**config.mk**
```make
export PLATFORM = sky130hd
export DESIGN_NAME = ts_packet_switch
export DESIGN_NICKNAME = d
export VERILOG_FILES = /design/src/rtl/ts_packet_switch.sv
export SDC_FILE = /design/constraint.sdc
export NUM_CORES = 1
export LEC_CHECK = 0
export ABC_AREA = 1
export CORE_UTILIZATION = 38
export CTS_BUF_LIST = sky130_fd_sc_hd__clkbuf_4 sky130_fd_sc_hd__clkbuf_8 sky130_fd_sc_hd__clkbuf_16
export CTS_CLUSTER_SIZE = 12
export DETAILED_ROUTE_END_ITERATION = 12
export PLACE_DENSITY = 0.72
export SETUP_SLACK_MARGIN = 0.05
export SYNTH_ARGS = -nofsm -noshare
export SYNTH_HDL_FRONTEND = slang
export SYNTH_SLANG_ARGS = --single-unit
```
**constraint.sdc**
```tcl
create_clock -name clk -period 5.5 [get_ports clk]
set_input_delay 0.825 -clock clk [delete_from_list [all_inputs] [get_ports clk]]
set_output_delay 0.825 -clock clk [all_outputs]
set_load 0.05 [all_outputs]
```
**src/rtl/ts_packet_switch.sv**
```systemverilog
// ts_packet_switch
// ----------------
// N-channel MPEG-2 TS packet switch. It forwards the byte stream of one input
// channel as a single {valid, sync, data} output. A channel change only takes
// effect on a packet boundary, so every forwarded packet is complete and starts
// with a sync byte. Packet length is tracked per active stream. Short packets and
// lost sync are reported as sync errors.
//
// Parameters
//   NUM_CH      number of input TS channels (2..16)
//   DATA_WIDTH  TS byte width
//   SEL_W       channel select width, 2**SEL_W >= NUM_CH
//   PKT_LEN     packet length in bytes (>= 4)
//
// Ports
//   clk             system clock, rising edge
//   rst             asynchronous active-high reset
//   sel_in          requested channel; values >= NUM_CH are rejected
//   data_in         channel k byte at [k*DATA_WIDTH +: DATA_WIDTH]
//   valid_in        byte-valid per channel
//   sync_in         per channel: byte is a packet sync byte, qualified by valid_in
//   data_out_final  registered {valid, sync, data}; sync/data hold while not valid
//   active_ch       channel currently forwarded
//   switch_pending  registered select differs from active_ch
//   pkt_done        pulse with the last byte of a full packet
//   sync_err        pulse on short packet (with its byte) or lost sync (dropped byte)
//   sel_err         pulse one cycle after an out-of-range sel_in sample

module ts_packet_switch #(
  parameter int unsigned NUM_CH     = 4,
  parameter int unsigned DATA_WIDTH = 8,
  parameter int unsigned SEL_W      = 2,
  parameter int unsigned PKT_LEN    = 188
) (
  input  logic                         clk,
  input  logic                         rst,
  input  logic [SEL_W-1:0]             sel_in,
  input  logic [NUM_CH*DATA_WIDTH-1:0] data_in,
  input  logic [NUM_CH-1:0]            valid_in,
  input  logic [NUM_CH-1:0]            sync_in,
  output logic [DATA_WIDTH+1:0]        data_out_final,
  output logic [SEL_W-1:0]             active_ch,
  output logic                         switch_pending,
  output logic                         pkt_done,
  output logic                         sync_err,
  output logic                         sel_err
);

  localparam int unsigned CntW = $clog2(PKT_LEN + 1);

  typedef enum logic [1:0] {
    StHunt   = 2'd0,
    StFwd    = 2'd1,
    StSwitch = 2'd2
  } state_e;

  state_e                state_q, state_d;
  logic [CntW-1:0]       cnt_q, cnt_d;
  logic [SEL_W-1:0]      sel_reg_q, sel_reg_d;
  logic [SEL_W-1:0]      active_ch_q, active_ch_d;
  logic [DATA_WIDTH+1:0] out_q, out_d;
  logic                  pkt_done_q, pkt_done_d;
  logic                  sync_err_q, sync_err_d;
  logic                  sel_err_q, sel_err_d;

  logic                  sel_ok;
  logic [SEL_W-1:0]      obs_ch;
  logic                  obs_valid;
  logic                  obs_sync;
  logic [DATA_WIDTH-1:0] obs_data;

  // Decisions of the next-state process, consumed by the output process.
  logic                  fwd;
  logic                  done;
  logic                  err;

  // Select register: out-of-range requests are ignored and flagged.
  always_comb begin
    sel_ok    = (32'(sel_in) < NUM_CH);
    sel_reg_d = sel_ok ? sel_in : sel_reg_q;
    sel_err_d = ~sel_ok;
  end

  // While locked, only the active channel is observed. While hunting or switching,
  // the registered select is watched directly, so a sync byte on the new channel
  // is caught in the same cycle that active_ch is retargeted.
  always_comb begin
    obs_ch    = (state_q == StFwd) ? active_ch_q : sel_reg_q;
    obs_valid = 1'b0;
    obs_sync  = 1'b0;
    obs_data  = '0;
    for (int unsigned k = 0; k < NUM_CH; k++) begin
      if (obs_ch == SEL_W'(k)) begin
        obs_valid = valid_in[k];
        obs_sync  = sync_in[k];
        obs_data  = data_in[k*DATA_WIDTH +: DATA_WIDTH];
      end
    end
  end

  // State register.
  always_ff @(posedge clk or posedge rst) begin
    if (rst) begin
      state_q     <= StHunt;
      cnt_q       <= '0;
      sel_reg_q   <= '0;
      active_ch_q <= '0;
      out_q       <= '0;
      pkt_done_q  <= 1'b0;
      sync_err_q  <= 1'b0;
      sel_err_q   <= 1'b0;
    end else begin
      state_q     <= state_d;
      cnt_q       <= cnt_d;
      sel_reg_q   <= sel_reg_d;
      active_ch_q <= active_ch_d;
      out_q       <= out_d;
      pkt_done_q  <= pkt_done_d;
      sync_err_q  <= sync_err_d;
      sel_err_q   <= sel_err_d;
    end
  end

  // Next-state logic: packet framing and channel hand-over.
  always_comb begin
    state_d     = state_q;
    cnt_d       = cnt_q;
    active_ch_d = active_ch_q;
    fwd         = 1'b0;
    done        = 1'b0;
    err         = 1'b0;
    case (state_q)
      // HUNT and SWITCH behave alike: follow sel_reg and lock on its next sync byte.
      StHunt, StSwitch: begin
        active_ch_d = sel_reg_q;
        if (obs_valid && obs_sync) begin
          fwd     = 1'b1;
          cnt_d   = CntW'(1);
          state_d = StFwd;
        end
      end
      StFwd: begin
        if (obs_valid) begin
          if (cnt_q < CntW'(PKT_LEN)) begin
            fwd = 1'b1;
            if (obs_sync) begin
              // Short packet: the sync byte starts a fresh packet.
              err   = 1'b1;
              cnt_d = CntW'(1);
            end else begin
              cnt_d = cnt_q + CntW'(1);
              if (cnt_q == CntW'(PKT_LEN - 1)) begin
                done = 1'b1;
                if (sel_reg_q != active_ch_q) begin
                  state_d = StSwitch;
                end
              end
            end
          end else if (obs_sync) begin
            fwd   = 1'b1;
            cnt_d = CntW'(1);
          end else begin
            // Lost sync: drop the byte and re-acquire.
            err     = 1'b1;
            cnt_d   = '0;
            state_d = StHunt;
          end
        end
      end
      default: begin
        state_d = StHunt;
        cnt_d   = '0;
      end
    endcase
  end

  // Output logic: registered byte plus aligned event pulses.
  always_comb begin
    out_d[DATA_WIDTH+1]  = fwd;
    out_d[DATA_WIDTH]    = fwd ? obs_sync : out_q[DATA_WIDTH];
    out_d[DATA_WIDTH-1:0] = fwd ? obs_data : out_q[DATA_WIDTH-1:0];
    pkt_done_d           = done;
    sync_err_d           = err;
  end

  assign data_out_final = out_q;
  assign active_ch      = active_ch_q;
  assign switch_pending = (sel_reg_q != active_ch_q);
  assign pkt_done       = pkt_done_q;
  assign sync_err       = sync_err_q;
  assign sel_err        = sel_err_q;

endmodule

```
==> results of run 1 <==
[critical path, cell delays in order (launching register included)]
cell             delay [ns]
dfrtp_1                0.44
inv_1                  0.09
nand2_1                0.05
nand3_1                0.10
clkdlybuf4s50_1        0.81
[synthesized netlist by cell type]
cell	n	area [sq um]
and3_1	1	6.26
buf_2	1	5.00
buf_4	2	15.0
buf_6	1	11.3
conb_1	1	3.75
dfrtp_1	26	651
ha_1	2	25.0
inv_1	20	75.1
inv_2	3	11.3
nand2_1	94	353
nand2_2	6	37.5
nand2_4	2	22.5
nand3_1	27	135
nand3_2	3	30.0
nand3b_1	2	15.0
nand4_1	13	81.3
nor2_1	10	37.5
nor2_8	1	20.0
nor3_1	1	5.00
o2111ai_1	1	8.76
o21ai_0	6	30.0
o21ai_1	4	20.0
or2_0	1	6.26
or2_2	1	6.26
xnor2_1	2	17.5
xor2_1	5	43.8
[routing by layer]
layer / up-vias / wire length, um / track usage (%)
met5: - / 0 / 0
met3: 5 / 140 / 3.17
met4: 0 / 40 / 3.91
li1: 875 / - / -
met2: 36 / 1890 / 29.0
met1: 724 / 1960 / 28.1
[metrics by stage]
stage	std cells	area, sq um
final	344	2340
after global routing	344	2340
after CTS	344	2340
after detailed placement	340	2280
after global placement	340	2280
after floorplan	236	1670
[state kept, by name, summed over array words and instances (netlist names)]
name            count
active_ch           2
cnt_q               8
data_out_final     10
pkt_done            1
sel_reg_q           2
state_q             2
sync_err            1
[cells by family after synthesis]
kind of cell               after synthesis  share of synthesized area [%]
AOI/OAI and AO/OA                       11                           3.52
xor gates and xnor gates                 7                           3.66
adders and majority gates                2                           1.50
buffers and inverters                   27                           7.03
DFF                                     26                           38.9
other                                    1                          0.224
and+or+nand+nor                        162                           45.2
[worst paths after layout]
check                             startpoint  depth (start not counted)           endpoint  slack (ns)
max                             active_ch[1]                          4     switch_pending        2.91
min                        data_out_final[8]                          2  data_out_final[8]        0.49
max reg2reg                       state_q[0]                         13  data_out_final[5]        3.10
min reg2reg                data_out_final[8]                          2  data_out_final[8]        0.49
max in group asynchronous                rst                          2           cnt_q[3]        3.84
min in group asynchronous                rst                          2           pkt_done        1.07
[layout by cell type, fill, tap and decap left out, types with 2 or more instances in the layout]
cell	netlist	final
nor2_1	10	10
o21ai_1	4	4
xor2_1	5	5
clkdlybuf4s50_1	0	58
nand2_4	2	2
xnor2_1	2	2
dfrtp_1	26	26
o21ai_0	6	6
inv_2	3	3
inv_1	20	20
nand3b_1	2	2
nand4_1	13	13
nand2_2	6	6
nand2_1	94	94
ha_1	2	2
clkbuf_8	0	4
nand3_1	27	27
nand3_2	3	3
[final cells by class]
cell class / count / area [sq um] / area share (%)
repair buffers: 58 / 581 / 24.8
clock buffers: 4 / 55.1 / 2.35
well taps: 50 / 62.6 / 2.67
flip-flops and latches: 26 / 651 / 27.8
multi-input cells: 183 / 905 / 38.7
inverters: 23 / 86.3 / 3.69
[power groups by stage]
stage / logic [W] / registers [W] / clock network (W)
after CTS: 0.000797 / 0.000306 / 0.000125
final: 0.000792 / 0.000306 / 0.000123
after global routing: 0.000890 / 0.000315 / 0.000137
after global placement: 0.000787 / 0.000308 / 0
after detailed placement: 0.000798 / 0.000307 / 0
after floorplan: 0.000449 / 0.000442 / 0
==> run_results.csv, run 1 <==
group,metric,value,unit
status,status,"complete, no violations",
route,ant_nets,0,
cts,clock_latency,0.27,ns
place,io_buffers,58,
power,p_int,0.000569,W
synth,syn_avg_cell_area,7.09,sq um
layout,synthToLayoutAreaGrowth,39.9,%
cts,htree_levels,1,
route,num_vias,1640,
power,finalPower,0.00122,W
power,power_switching,0.000652,W
cts,clockRootBuffer,"clkbuf_8",
floorplanning,die_width,68.4,um
sta,tightest_slew,0.962,ns
global_route,grt_pass1_vias,1476,
sta,fin_setup_tns,0,ns
floorplanning,rows,23,
sta,whs,0.486,ns
synth,ys_seq_area_share,38.9,%
worst_setup_path,worst_setup_path_start_kind,"flop",
sta,period_needed,2.59,ns
global_route,grt-ovfl-total,0,
worst_setup_path,endpoint_kind,"primary output",
power,power_density,522,nW/um^2
sta,fin_crit_sh,47.1,%
sta,slew_violations,0,
layout,final_nets,341,
synth,syn_area,1670,sq um
synth,ys_types,26,
cts,cts_buffer_depth,2,
global_route,antenna_found_initial,0,
worst_setup_path,crit_path_max_fanout,5,
layout,fill_cells,389,
power,power_frac_seq,25.0,%
hold_path,worstHoldPathType,"reg2reg",
place,gp_congestion,0.810,
cts,cts_inserted_buffers,3,
route,drtIter0Drc,111,
cts,cts_tree,"yes",
cts,ctsHoldBuffers,0,
sta,hold_viol,0,
floorplanning,io_pins,60,
route,routed_via_density,4.77,
place,hpwlAfterDp,3200,um
sta,max_slew_margin,35.8,%
worst_setup_path,arrival,1.76,ns
floorplanning,start_util,40.7,%
power,peakVddDrop,0.214,mV
sta,rsz0062_at_grt,"false",
worst_setup_path,worstSetupPathType,"reg2out",
cts,cts_setup_buffers,0,
floorplanning,die_area,4670,sq um
route,routed_wl,4030,um
synth,yosysWarnings,0,
route,drt-wirelength-per-cell,11.7,um
cts,clk_pin_slew,0.09,ns
cts,clkSinkCount,26,
synth,syn_inst,236,
cts,cts-resized-gates,0,
global_route,globalRouteTotalUtil,19.1,%
sta,clock_skew,0.00919,ns
sta,fmax,386,MHz
global_route,grt_max_degree,27,
power,power_frac_comb,64.8,%
floorplanning,coreArea,4120,sq um
route,dr.pass1.iters,4,
layout,drive_gt1_share,6.80,%
layout,num_antenna_cells,0,
place,dp_slack,2.87,ns
route,drc,0,
sta,layout_setup_ws,2.91,ns
sta,setup_violations,0,
global_route,grt_first_pass_wirelength,6730,um
worst_setup_path,required,4.68,ns
synth,syn_nets,282,
synth,ys_ff_latch,26,
power,p_sw_share,53.4,%
power,clockPowerShare,10.1,%
floorplanning,die_height,68.4,um
power,p_leak,1.14,nW
run,drv_cap,0,
layout,post-route-util,56.9,%
Note: power is estimated with default switching activity, not from simulation.
==> inputs of run 2 (changes only) <==
Clock period 5.5 ns to 2.5 ns, I/O delays scaled along.
==> run_results.csv, run 2 (synthesized netlist as in run 1, its figures left out) <==
group,metric,value,unit
layout,layout_common_cells,"nand2_1 (94), clkdlybuf4s50_1 (58), nand3_1 (27)",
global_route,grt_first_pass_wirelength,6600,um
floorplanning,coreArea,4120,sq um
cts,clock_latency,0.27,ns
floorplanning,start_util,40.7,%
worst_setup_path,worst_setup_path_start_kind,"flop",
layout,post-route-util,57.3,%
layout,fin_cells,346,
layout,synthToLayoutAreaGrowth,40.8,%
layout,num_antenna_cells,0,
place,gp_congestion,0.891,
power,peakVddDrop,0.433,mV
sta,fin_setup_tns,0,ns
sta,setup_violations,0,
cts,cts_buffer_depth,2,
sta,rsz0062_at_grt,"false",
power,p_leak,1.15,nW
route,ant_nets,0,
sta,hold_viol,0,
floorplanning,die_width,68.4,um
worst_setup_path,required,2.67,ns
sta,tightest_slew,0.512,ns
global_route,grt_pass1_vias,1513,
layout,final_common_cell,"nand2_1",
layout,largest_register_ffs,10,
cts,clk_pin_slew,0.09,ns
worst_setup_path,endpoint_kind,"flop",
cts,clockRootBuffer,"clkbuf_8",
global_route,globalRouteTotalUtil,19.0,%
global_route,grt_max_degree,27,
layout,ff_latch_area,652,sq um
route,routed_via_density,4.73,
hold_path,worstHoldPathType,"in2async",
route,drtIter0Drc,98,
floorplanning,die_area,4670,sq um
layout,drive_gt1_share,7.77,%
global_route,antenna_found_initial,0,
cts,cts_inserted_buffers,3,
status,status,"complete, no violations",
worst_setup_path,arrival,2.38,ns
layout,multi_input_area,905,sq um
layout,design_area,2360,sq um
place,hpwlAfterDp,3230,um
sta,fmax,453,MHz
sta,clock_skew,0.00325,ns
sta,fin_crit_sh,88.3,%
layout,final_nets,343,
run,drv_cap,0,
route,num_vias,1638,
worst_setup_path,worstSetupPathType,"reg2reg",
place,place.detailed.instances,342,
cts,cts_tree,"yes",
global_route,grt-ovfl-total,0,
layout,fill_cells,386,
route,drc,0,
worst_setup_path,crit_path_max_fanout,14,
floorplanning,die_height,68.4,um
cts,clkSinkCount,26,
floorplanning,rows,23,
power,power_density,1150,nW/um^2
place,io_buffers,58,
route,routed_wl,4000,um
sta,slew_violations,0,
sta,max_slew_margin,65.7,%
cts,htree_levels,1,
route,drt-wirelength-per-cell,11.6,um
place,place_area,2300,sq um
cts,cts_setup_buffers,0,
route,dr.pass1.iters,4,
sta,period_needed,2.21,ns
floorplanning,io_pins,60,
-- run 2: cell types whose count changed in the layout (fill, tap and decap cells not counted) --
cell,delta
dfrtp_2,+1
buf_4,+2
dfrtp_1,-1
-- run 2: per-stage QoR --
step / hold slack, ns / setup slack [ns] / power [W]
4_1_cts: 0.468 / 0.186 / 0.00273
6_report: 0.448 / 0.292 / 0.00271
2_1_floorplan: 0.406 / 0.315 / 0.00196
3_5_place_dp: 0.462 / 0.197 / 0.00246
5_1_grt: 0.523 / 0.0836 / 0.00296
3_3_place_gp: 0.464 / 0.289 / 0.00243
-- run 2: timing repair --
item	CTS	global route
endpoints found under the hold margin	0	0
gates resized for setup	0	1
endpoints found under the setup margin	0	9
hold buffers	0	0
-- run 2: worst paths after layout --
kind                              startpoint                 to  slack, ns  cells past startpoint
max in group asynchronous                rst         state_q[0]       1.78                      3
hold / removal                           rst  data_out_final[9]       0.45                      3
setup / recovery                  state_q[0]  data_out_final[8]       0.29                     13
min in group clk           data_out_final[7]  data_out_final[7]       0.49                      2
setup reg to reg                  state_q[0]  data_out_final[8]       0.29                     13
hold reg to reg            data_out_final[7]  data_out_final[7]       0.49                      2
-- run 2: final cells by class --
type | instances | area share [%]
multi-input cells | 183 | 38.4
flip-flops and latches | 26 | 27.7
repair buffers | 60 | 25.3
inverters | 23 | 3.66
well taps | 50 | 2.66
clock buffers | 4 | 2.34
-- run 2: power by group --
part / leakage (nW) / internal (W) / switching (W)
logic: 0.788 / 0.000576 / 0.00119
clock network: 0.0288 / 0.000141 / 0.000131
registers: 0.334 / 0.000556 / 0.000113
-- run 2: layer usage --
metal | part of all wire [%] | vias to the layer above | global-route usage (%)
li1 | - | 879 | -
met1 | 47 | 717 | 26.1
met2 | 48 | 38 | 30.4
met3 | 3.4 | 4 | 2.33
met4 | 1.4 | 0 | 6.25
met5 | 0 | - | 0
-- run 2: critical path, stage by stage (launching register included) --
cell,delay (ns)
dfrtp_2,0.50
nand2_2,0.17
nand2_1,0.08
nand2_2,0.13
nand3_2,0.10
nand3_1,0.09
nand2_1,0.16
ha_1,0.25
nand2_1,0.06
nand2_1,0.12
nor2_8,0.20
nand2_4,0.11
nand2_1,0.08
nand2_1,0.05
